### config.mk
export PLATFORM = sky130hd
export DESIGN_NAME = alu_arbiter
export DESIGN_NICKNAME = d
export VERILOG_FILES = /design/src/rtl/alu_arbiter.sv
export SDC_FILE = /design/constraint.sdc
export NUM_CORES = 1
export LEC_CHECK = 0
export CAP_MARGIN = 20
export CORE_AREA = 3 3 209 211
export CTS_BUF_LIST = sky130_fd_sc_hd__clkbuf_4
export DETAILED_ROUTE_END_ITERATION = 10
export DIE_AREA = 0 0 212 214
export SETUP_SLACK_MARGIN = 0.1
export SKIP_LAST_GASP = 1
export SYNTH_ARGS = -nofsm -noshare
export SYNTH_HDL_FRONTEND = slang
export SYNTH_SLANG_ARGS = --single-unit
### constraint.sdc
create_clock -name clk -period 1.66 [get_ports clk]
set_input_delay 0.332 -clock clk [delete_from_list [all_inputs] [get_ports clk]]
set_output_delay 0.332 -clock clk [all_outputs]
set_load 0.05 [all_outputs]
### src/rtl/alu_arbiter.sv
// Round-robin arbiter sharing one external ALU between the EX stage (port 0) and the aux unit (port 1).
// Optional ALU_ARB_CTRL_CHECK_EN: illegal ALU ops are forwarded as AND and answered with resp_err=1.
module alu_arbiter #(
    parameter int WIDTH  = 64,
    parameter int CTRL_W = 4
) (
    input  logic              clk,
    input  logic              reset,
    input  logic [1:0]        req_valid,
    output logic [1:0]        req_ready,
    input  logic [WIDTH-1:0]  req_a0,
    input  logic [WIDTH-1:0]  req_b0,
    input  logic [CTRL_W-1:0] req_ctrl0,
    input  logic [WIDTH-1:0]  req_a1,
    input  logic [WIDTH-1:0]  req_b1,
    input  logic [CTRL_W-1:0] req_ctrl1,
    output logic [WIDTH-1:0]  alu_a,
    output logic [WIDTH-1:0]  alu_b,
    output logic [CTRL_W-1:0] alu_ctrl,
    input  logic [WIDTH-1:0]  alu_result,
    input  logic              alu_zero,
    output logic              resp_valid,
    input  logic              resp_ready,
    output logic              resp_id,
    output logic [WIDTH-1:0]  resp_result,
    output logic              resp_zero,
    output logic              resp_err
);

    typedef enum logic [1:0] {
        IDLE = 2'd0,
        EXEC = 2'd1,
        RESP = 2'd2
    } state_t;

    state_t            r_state;
    logic              r_lastGrant;
    logic              r_errPending;
    logic [WIDTH-1:0]  r_aluA;
    logic [WIDTH-1:0]  r_aluB;
    logic [CTRL_W-1:0] r_aluCtrl;
    logic              r_respValid;
    logic              r_respId;
    logic [WIDTH-1:0]  r_respResult;
    logic              r_respZero;
    logic              r_respErr;

    logic              w_anyValid;
    logic              w_grant;
    logic              w_illegal;
    logic [WIDTH-1:0]  w_selA;
    logic [WIDTH-1:0]  w_selB;
    logic [CTRL_W-1:0] w_selCtrl;
    logic [CTRL_W-1:0] w_fwdCtrl;

    // On contention the requester not served last wins; otherwise the lone valid requester.
    assign w_anyValid = |req_valid;
    assign w_grant    = (&req_valid) ? ~r_lastGrant : req_valid[1];
    assign w_selA     = w_grant ? req_a1    : req_a0;
    assign w_selB     = w_grant ? req_b1    : req_b0;
    assign w_selCtrl  = w_grant ? req_ctrl1 : req_ctrl0;

`ifdef ALU_ARB_CTRL_CHECK_EN
    logic w_ctrlLegal;

    always_comb begin
        case (w_selCtrl)
            CTRL_W'(0), CTRL_W'(1), CTRL_W'(2), CTRL_W'(6), CTRL_W'(7): w_ctrlLegal = 1'b1;
            default:                                                    w_ctrlLegal = 1'b0;
        endcase
    end

    assign w_fwdCtrl = w_ctrlLegal ? w_selCtrl : '0;
    assign w_illegal = ~w_ctrlLegal;
`else
    assign w_fwdCtrl = w_selCtrl;
    assign w_illegal = 1'b0;
`endif

    // Gated by reset so nothing is ever accepted on an edge that resets the block.
    always_comb begin
        req_ready = 2'b00;
        if ((r_state == IDLE) && w_anyValid && !reset) begin
            req_ready = w_grant ? 2'b10 : 2'b01;
        end
    end

    always_ff @(posedge clk) begin
        if (reset) begin
            r_state      <= IDLE;
            r_lastGrant  <= 1'b1;
            r_errPending <= 1'b0;
            r_aluA       <= '0;
            r_aluB       <= '0;
            r_aluCtrl    <= '0;
            r_respValid  <= 1'b0;
            r_respId     <= 1'b0;
            r_respResult <= '0;
            r_respZero   <= 1'b0;
            r_respErr    <= 1'b0;
        end else begin
            case (r_state)
                IDLE: begin
                    if (w_anyValid) begin
                        r_aluA       <= w_selA;
                        r_aluB       <= w_selB;
                        r_aluCtrl    <= w_fwdCtrl;
                        r_errPending <= w_illegal;
                        r_lastGrant  <= w_grant;
                        r_state      <= EXEC;
                    end
                end
                EXEC: begin
                    // An illegal op reports a zero result regardless of what the ALU produced.
                    r_respValid  <= 1'b1;
                    r_respId     <= r_lastGrant;
                    r_respResult <= r_errPending ? '0 : alu_result;
                    r_respZero   <= r_errPending | alu_zero;
                    r_respErr    <= r_errPending;
                    r_state      <= RESP;
                end
                RESP: begin
                    if (resp_ready) begin
                        r_respValid <= 1'b0;
                        r_state     <= IDLE;
                    end
                end
                default: r_state <= IDLE;
            endcase
        end
    end

    assign alu_a       = r_aluA;
    assign alu_b       = r_aluB;
    assign alu_ctrl    = r_aluCtrl;
    assign resp_valid  = r_respValid;
    assign resp_id     = r_respId;
    assign resp_result = r_respResult;
    assign resp_zero   = r_respZero;
    assign resp_err    = r_respErr;

endmodule

==> summary.md, run 1 <==
| Metric | Value |
|---|---|
| Status | complete, but fails checks |
| Violated checks | setup timing |
| Num rows | 75 |
| Final nets | 2009 |
| Crit Path Class | reg -> out |
| Largest net degree at the start of global routing | 65 |
| Initial Util | 20.9% |
| Data arrival, critical path | 1.71 ns |
| Combinational Power Share | 39.1% |
| Dpl cells | 2098 |
| Sequential share of power | 34.4% |
| Yosys warns | 0 |
| Setup TNS | -0.761 ns |
| Total global routing track utilization | 16.7% |
| Slew Limit Headroom | 58.9% |
| Fin. Hold Viols | 0 |
| Layout cell share with drive strength beyond 1 | 41.1% |
| Clock network power share | 26.4% |
| Worst-Margin Slew | 0.617 ns |
| First-pass GRT wire length | 59900 um |
| Clk buf depth | 3 |
| Clock Pin Slew Worst Setup and Hold Paths | 0.06 ns |
| Htree depth | 2 |
| Sequential area share after synthesis | 46.2% |
| Root Buffer Master | clkbuf_4 |
| PnR worst setup slack | -0.382 ns |
| Async set-reset flop share out of synthesis | 0% |
| Vias post-DR | 10300 |
| ANT nets after route | 0 |
| TritonCTS clock tree | yes |
| Worst setup EP type | output pin |
| Vias/cell | 4.57 |
| Synthesis-stage register bit count | 202 |
| Nature of the critical path startpoint | flop |
| Final Instance Count excl. Fillers | 2263 |
| Gp weighted congestion | 0.831 |
| Distinct cell type count after synthesis | 24 |
| Sw Share | 36.9% |
| DP Worst Slack | -0.374 ns |
| Internal | 11.0 mW |
| DR DRC count | 0 |
| Num CTS Buffers | 59 |
| Worst clock skew | 0.0371 ns |
| Crit path time final | 2.04 ns |
| WL final | 40700 um |
| Leak Pwr | 7.00 nW |
| Number of max-slew violations in the final report | 0 |
| Worst VDD drop | 0.471 mV |
| Power Dens Cells | 982 nW/um2 |
| Synth Net Count | 1393 |
| Initial DRC Count | 394 |
| HPWL after DPL | 28600 um |
| EDFF count, synth | 0 |
| Die height | 214 um |
| Top FF cell, synth | dfxtp_1 |
| Layout area overhead | 102% |
| Final setup violation count | 2 |
| I/O Buffers | 534 |
| Post-synthesis cell count | 1059 |
| CTS sink cnt | 202 |
| CP required | 1.33 ns |
| Die X | 212 um |
| Vias in the first global route | 10600 |
| Worst skew pair latency | 0.75 ns |
| Final Power | 17.4 mW |
| Core area | 41900 um2 |
| Avg Cell Area, Syn | 8.27 um2 |
| Post-synthesis cell area | 8760 um2 |
| DR WL/cell | 18.0 um |
| Hold crit path type | in -> reg |
| Final period util | 123% |
| CP max FO | 7 |
| Switching power total | 6.42 mW |
| GRT Residual Overflow | 0 |
| Initial antenna violation count | 2 |
| Num ports | 536 |
| Max cap viols | 0 |
| DRT Pass-1 Iters | 4 |
| Die ar. | 45400 um2 |
| Peak Freq | 490 MHz |
| WHS | 0.128 ns |
| Unrepaired setup endpoints after global routing | yes |
## layer usage
layer | wire [um] | vias up | global-route usage (%)
met5 | 0 | - | 0
met2 | 20400 | 460 | 29.7
li1 | - | 4990 | -
met4 | 1260 | 0 | 6.23
met3 | 3580 | 85 | 5.51
met1 | 15500 | 4797 | 18.4
## area by class of cell
cell class / instances / area [um2]
Antenna cell: 3 / 7.51
Timing Repair Buffer: 667 / 7700
Clock inverter: 23 / 97.6
Sequential cell: 202 / 4330
Multi-Input combinational cell: 745 / 4270
Tap cell: 539 / 674
Fill cell: 4036 / 24200
Clock buffer: 84 / 631
## worst paths after layout
check / from / cells past startpoint / end / slack [ns]
setup / recovery: r_lastGrant / 3 / req_ready[1] / -0.38
hold / removal: alu_result[12] / 3 / resp_result[12] / 0.13
setup reg to reg: r_state[1] / 5 / alu_a[59] / 0.16
hold reg to reg: resp_result[60] / 2 / resp_result[60] / 0.47
## registers in the layout (all words and copies together), names as in the netlist
signal,count
resp_id,1
resp_valid,1
alu_ctrl,4
resp_result,64
alu_a,64
r_state,2
alu_b,64
resp_zero,1
r_lastGrant,1
## Yosys cell counts, types with 2 or more instances
library cell  count  share of area (%)
buf_2            24                1.4
nand2_1         397                 17
a21oi_1         199                 11
a21boi_0          2               0.17
clkbuf_1         71                3.0
nor2_1            2              0.086
buf_1             7               0.30
nor3_1            2               0.11
a311oi_2         70                 12
buf_6             9                1.2
a311oi_1         62                6.2
dfxtp_1         202                 46
## stage by stage
step / utilization (%) / cell area [um2]
global placement: 35.0 / 14700
detailed placement: 35.0 / 14700
floorplan: - / 8850
CTS: 41.4 / 17400
finish: 42.2 / 17700
global route: 42.2 / 17700
## power by group through the flow
| stage | registers, mW | logic, mW | clock network (mW) |
|---|---|---|---|
| finish | 5.99 | 6.81 | 4.60 |
| global route | 6.04 | 7.17 | 5.08 |
| CTS | 5.98 | 6.68 | 4.80 |
| detailed placement | 5.79 | 5.87 | 0 |
| global placement | 5.78 | 5.82 | 0 |
| floorplan | 7.51 | 1.70 | 0 |
## critical path, cell delays in order, from the launching register on
cell	delay [ns]
dfxtp_2	0.34
a21bo_4	0.27
nor3_4	0.20
buf_6	0.18
## timing repair
action                     in CTS  in global routing
gates cloned                    1                  2
buffers inserted               25                 23
pin swaps                       2                  1
setup endpoints to repair     201                221
hold buffers                    4                  0
hold endpoints to repair        5                  0
resized for setup             589                 30
## placed cells by master (no fill, tap or decap), types with 2 or more instances in the layout
master,Yosys,final
nand2_1,397,396
clkinvlp_4,0,2
buf_4,1,102
dfxtp_2,0,187
clkinv_2,0,3
a21oi_1,199,199
buf_16,0,2
clkdlybuf4s50_1,0,332
nor3_4,0,2
buf_6,9,8
clkbuf_16,0,2
a311oi_1,62,59
dfxtp_4,0,15
buf_12,0,20
nor2_1,2,2
a311oi_2,70,73
buf_8,0,195
diode_2,0,3
clkinv_1,0,17
clkbuf_4,0,84
dlygate4sd3_1,0,4
## cell families after synthesis
family          after synthesis  synth area share [%]
compound gates              336                  30.0
buf+inv                     112                  5.96
flops                       202                  46.2
other cells                   1                0.0428
simple gates                408                  17.8
(Power assumes the default switching activity.)
==> run 2: changes to the inputs <==
Settings changed: HOLD_SLACK_MARGIN set to 0.08.
==> run 2 against run 1 <==
Against the previous run: the run still ends with setup timing left; routed wire length rose by 12%; non-clock buffer count up 197; clock power grew 0.9%; setup slack worse by 0.0087 ns; design area rose by 11%; total power increased by 3.4%; register-to-register slack worse by 0.08 ns; cell count rose by 8.7%; via count rose by 10%; worst hold slack improved by 0.054 ns; clock skew increased by 0.0058 ns; largest power group unchanged.
==> summary.md, run 2 (same netlist as run 1, synthesis figures left out) <==
| Metric | Value |
|---|---|
| Slew Limit Headroom | 31.7% (-27 points) |
| Root Buffer Master | clkbuf_4 |
| Initial antenna violation count | 2 (unchanged) |
| Vias in the first global route | 11900 (+12%) |
| DR WL/cell | 18.5 um (+2.7%) |
| Num rows | 75 (unchanged) |
| Final period util | 124% (+0.53 points) |
| Multi-input logic area | 4270 um2 (unchanged) |
| DR WL met3 | 3680 um (+2.8%) |
| Num ports | 536 (unchanged) |
| Number of max-slew violations in the final report | 0 (unchanged) |
| Layout cell share with drive strength beyond 1 | 37.4% (-3.7 points) |
| Design Area, Final | 19700 um2 (+11%) |
| Violated checks | setup timing |
| Met2 wire len | 23100 um (+13%) |
| Final setup violation count | 2 (unchanged) |
| Final Instance Count excl. Fillers | 2459 (+8.7%) |
| Power Dens Cells | 912 nW/um2 (-7.1%) |
| Htree depth | 2 (unchanged) |
| Crit Path Class | reg -> out |
| CP max FO | 3 (-4) |
| DP Area | 14700 um2 (unchanged) |
| Total global routing track utilization | 18.1% (+1.4 points) |
| Layout area overhead | 125% |
| Worst-Margin Slew | 1.02 ns (+0.404 ns) |
| HPWL after DPL | 28600 um (unchanged) |
| Finished Core Util | 47.0% (+4.8 points) |
| ANT nets after route | 0 (unchanged) |
| Initial DRC Count | 644 (+63%) |
| Gp weighted congestion | 0.831 (unchanged) |
| GRT Residual Overflow | 0 (unchanged) |
| Worst skew pair latency | 0.76 ns (about the same) |
| Nature of the critical path startpoint | flop |
| Core area | 41900 um2 (unchanged) |
| Unrepaired setup endpoints after global routing | yes |
| Clk buf depth | 3 (unchanged) |
| Max Used Layer | met4 |
| Max cap viols | 0 (unchanged) |
| PnR worst setup slack | -0.390 ns (-0.00872 ns) |
| First-pass GRT wire length | 65400 um (+9.3%) |
| I/O Buffers | 534 (unchanged) |
| Die X | 212 um (unchanged) |
| Hold crit path type | in -> reg |
| Met1 WL | 17000 um (+9.7%) |
| Vias/cell | 4.63 (+1.5%) |
| Most common cell after layout, fill and taps aside | nand2_1 |
| Worst setup EP type | output pin |
| CP required | 1.33 ns (about the same) |
| DRT Pass-1 Iters | 7 (+3) |
| TritonCTS clock tree | yes |
| FF/Latch Area | 4330 um2 (about the same) |
| FILL cells | 3684 (-8.7%) |
| Commonest cells after routing, fill and taps aside | nand2_1, clkdlybuf4s50_1, a21oi_1 |
| Worst VDD drop | 0.450 mV (-4.6%) |
| Num CTS Buffers | 59 (unchanged) |
| WL final | 45400 um (+12%) |
| Final nets | 2206 (+9.8%) |
| Die height | 214 um (unchanged) |
| CTS sink cnt | 202 (unchanged) |
| Worst clock skew | 0.0429 ns (+0.00576 ns) |
| Die ar. | 45400 um2 (unchanged) |
| WHS | 0.182 ns (+0.0538 ns) |
| Vias post-DR | 11400 (+10%) |
| Peak Freq | 488 MHz (-0.43%) |
| DR DRC count | 0 (unchanged) |
| Status | complete, but fails checks |
| Clock Pin Slew Worst Setup and Hold Paths | 0.07 ns (about the same) |
| Largest net degree at the start of global routing | 65 (unchanged) |
| Initial Util | 20.9% (unchanged) |
| Crit path time final | 2.05 ns (+0.00872 ns) |
| Leak Pwr | 7.86 nW (+12%) |
| Dpl cells | 2098 (unchanged) |
| Data arrival, critical path | 1.72 ns (about the same) |
| Fin. Hold Viols | 0 (unchanged) |
run 2: changes by cell type in the layout (fill, tap and decap cells not counted), sizes merged:
cell         previous run  this run
dlygate4sd3             4       191
buf                   327       334
clkbuf                 87        90
diode                   3         2
run 2: path summary, 6_finish.rpt:
path,slack (ns),from,end,depth (start not counted)
worst max-delay path,-0.39,r_state[1],req_ready[1],5
worst min-delay path,0.18,reset,alu_b[53],4
worst max register to register,0.08,r_state[1],alu_a[40],6
worst min register to register,0.47,resp_result[60],resp_result[60],2
run 2: cell type report:
cell class | count | area share (%)
Antenna cell | 2 | 0.0254
Timing Repair Buffer | 864 | 49.2
Clock buffer | 84 | 3.20
Multi-Input combinational cell | 745 | 21.7
Sequential cell | 202 | 22.0
Clock inverter | 23 | 0.495
Tap cell | 539 | 3.42
run 2: metrics by stage:
stage / power (mW) / setup slack, ns / TNS [ns]
finish: 18.0 / -0.390 / -0.774
global route: 18.9 / -0.545 / -7.97
CTS: 17.8 / -0.517 / -4.61
detailed placement: 11.7 / -0.374 / -39.24
global placement: 11.6 / -0.317 / -34.06
floorplan: 9.21 / 0.0733 / 0
run 2: repair_timing:
item                       CTS  global route
gates cloned                 1             5
buffers inserted            25            30
setup endpoints to repair  201           236
hold endpoints to repair   144             0
gates resized for setup    589            31
hold buffers               191             0
pin swaps                    2             0
run 2: report_power, final:
| group | switching (mW) | leakage [nW] | internal, mW | total, mW |
|---|---|---|---|---|
| clock | 2.31 | 0.429 | 2.33 | 4.64 |
| combinational | 3.84 | 5.69 | 3.51 | 7.35 |
| sequential | 0.505 | 1.74 | 5.49 | 6.00 |
| total | 6.66 | 7.86 | 11.3 | 18.0 |
run 2: metal layers:
| metal | up-vias | GRT usage, % |
|---|---|---|
| met5 | - | 0 |
| met4 | 0 | 7.39 |
| met3 | 113 | 5.84 |
| met2 | 544 | 32.6 |
| met1 | 5351 | 19.5 |
| li1 | 5382 | - |
run 2: worst max-delay path, stage by stage (launching register included):
cell	delay [ns]
dfxtp_2	0.33
nor2_4	0.14
buf_6	0.12
nand2_4	0.06
nor3_4	0.14
buf_6	0.18
==> run 3: changes to the inputs <==
Settings changed: CORE_AREA 3 3 209 211 to 3 3 207 209, DIE_AREA 0 0 212 214 to 0 0 210 212.
Clock period 1.66 ns to 2.4 ns, I/O delays scaled along.
==> run 3 against run 2 <==
Against the previous run: the flow now finishes without violations; cell count decreased by 12%; clock power fell by 34%; via count shrank 12%; worst hold slack improved by 0.12 ns; critical path depth unchanged; largest power group is now registers.
==> summary.md, run 3 (same netlist as run 1, synthesis figures left out) <==
| Metric | Value |
|---|---|
| Status | complete, no violations |
| Nature of the critical path startpoint | flop |
| Initial Util | 21.4% (+0.47 points) |
| Core area | 41000 um2 (-2.2%) |
| Worst setup EP type | output pin |
| FILL cells | 4244 (+15%) |
| Num rows | 74 (-1.3%) |
| Gp weighted congestion | 0.834 (+0.34%) |
| Layout area overhead | 75.7% |
| Num CTS Buffers | 58 (-1.7%) |
| TritonCTS clock tree | yes |
| Hold crit path type | in -> reg |
| Vias/cell | 4.63 (about the same) |
| Multi-input logic area | 4250 um2 (-0.59%) |
| GRT Residual Overflow | 0 (unchanged) |
| First-pass GRT wire length | 56500 um (-14%) |
| Htree depth | 2 (unchanged) |
| I/O Buffers | 534 (unchanged) |
| DRT Pass-1 Iters | 5 (-2) |
| Die height | 212 um (-0.93%) |
| Vias post-DR | 10000 (-12%) |
| Final setup violation count | 0 (-2) |
| CP max FO | 3 (unchanged) |
| Final Instance Count excl. Fillers | 2160 (-12%) |
| Data arrival, critical path | 1.85 ns (+0.13 ns) |
| CP required | 1.92 ns (+0.59 ns) |
| Total global routing track utilization | 16.1% (-2.1 points) |
| Largest net degree at the start of global routing | 151 (+130%) |
| Leak Pwr | 6.43 nW (-18%) |
| Crit path time final | 2.33 ns |
| WL final | 38700 um (-15%) |
| Worst skew pair latency | 0.73 ns (-0.03 ns) |
| Max cap viols | 0 (unchanged) |
| Slew Limit Headroom | 42.8% (+11 points) |
| Power Dens Cells | 703 nW/um2 (-23%) |
| FF/Latch Area | 4060 um2 (-6.4%) |
| DR WL/cell | 17.9 um (-3.0%) |
| HPWL after DPL | 27800 um (-2.5%) |
| Final period util | 96.9% |
| Die ar. | 44500 um2 (-1.9%) |
| DR DRC count | 0 (unchanged) |
| Fin. Hold Viols | 0 (unchanged) |
| Worst-Margin Slew | 0.858 ns (-0.164 ns) |
| Number of max-slew violations in the final report | 0 (unchanged) |
| Vias in the first global route | 9794 (-17%) |
| Die X | 210 um (-0.94%) |
| Worst VDD drop | 0.283 mV (-37%) |
| Unrepaired setup endpoints after global routing | yes |
| Commonest cells after routing, fill and taps aside | nand2_1, clkdlybuf4s50_1, a21oi_1, dfxtp_1, dlygate4sd2_1 |
| Initial DRC Count | 586 (-9.0%) |
| PnR worst setup slack | 0.0744 ns (+0.465 ns) |
| Crit Path Class | reg -> out |
| Clock Pin Slew Worst Setup and Hold Paths | 0.06 ns (about the same) |
| Worst clock skew | 0.0321 ns (-0.0108 ns) |
| Final Power | 10.8 mW (-40%) |
| Final nets | 1925 (-13%) |
| Peak Freq | 430 MHz |
| Most common cell after layout, fill and taps aside | nand2_1 |
| Dpl cells | 2055 (-2.0%) |
| Layout cell share with drive strength beyond 1 | 13.5% (-24 points) |
| Root Buffer Master | clkbuf_4 |
| Clk buf depth | 3 (unchanged) |
| ANT nets after route | 0 (unchanged) |
| Num ports | 536 (unchanged) |
| DP Worst Slack | -0.191 ns (+0.182 ns) |
| CTS sink cnt | 202 (unchanged) |
| Initial antenna violation count | 2 (unchanged) |
-- run 3: cell types whose count changed in the layout (fill, tap and decap cells not counted), moves of 4 or more --
cell and delta:
buf_8 -195, buf_6 -7, clkinv_1 -6, buf_4 -82, dlygate4sd2_1 +196, dlygate4sd3_1 -187
buf_16 -4, dfxtp_4 -11, clkbuf_16 -5, dfxtp_2 -188, dfxtp_1 +199
-- run 3: routing by layer --
metal	GRT usage [%]	vias up	routed length, um
met2	27.5	448	18700
met3	5.22	71	3230
li1	-	4810	-
met1	19.0	4675	15700
met5	0	-	9
met4	5.60	2	1050
-- run 3: worst max-delay path, cell delays in order (launching register included) --
cell,delay [ns]
dfxtp_4,0.36
nor2_4,0.19
nand2_4,0.09
nor3_4,0.23
buf_6,0.14
buf_12,0.12
-- run 3: layout make-up --
cell class | instances | area share (%)
Clock inverter | 13 | 0.333
Timing Repair Buffer | 584 | 37.3
Multi-Input combinational cell | 745 | 27.6
Clock buffer | 83 | 4.05
Tap cell | 532 | 4.33
Sequential cell | 202 | 26.4
Antenna cell | 1 | 0.0163
-- run 3: worst paths after layout --
kind | startpoint | to | slack [ns] | cells after the start
setup / recovery | r_state[1] | req_ready[1] | 0.07 | 5
hold / removal | alu_result[6] | resp_result[6] | 0.30 | 3
setup reg to reg | r_state[0] | resp_valid | 0.43 | 6
hold reg to reg | resp_result[38] | resp_result[38] | 0.45 | 2
-- run 3: repair_timing --
action	CTS	global route
hold endpoints to repair	4	0
endpoints found under the setup margin	201	2
gates cloned	0	0
pin swaps	4	3
resized for setup	212	3
buffers inserted	2	2
hold buffers	4	0
-- run 3: stage by stage --
step | hold WS [ns] | TNS (ns) | utilization [%] | cell area [um2]
after detailed placement | 0.446 | -0.191 | 36.2 | 14800
after global routing | 0.195 | -0.215 | 37.5 | 15400
after floorplan | 0.452 | -0.489 | - | 8760
after global placement | 0.442 | -0.252 | 36.2 | 14800
final | 0.297 | 0 | 37.5 | 15400
after CTS | 0.160 | -0.227 | 37.5 | 15400
-- run 3: power breakdown --
part / switching [mW] / internal [mW]
registers: 0.194 / 3.72
logic: 2.46 / 1.40
clock network: 1.49 / 1.56
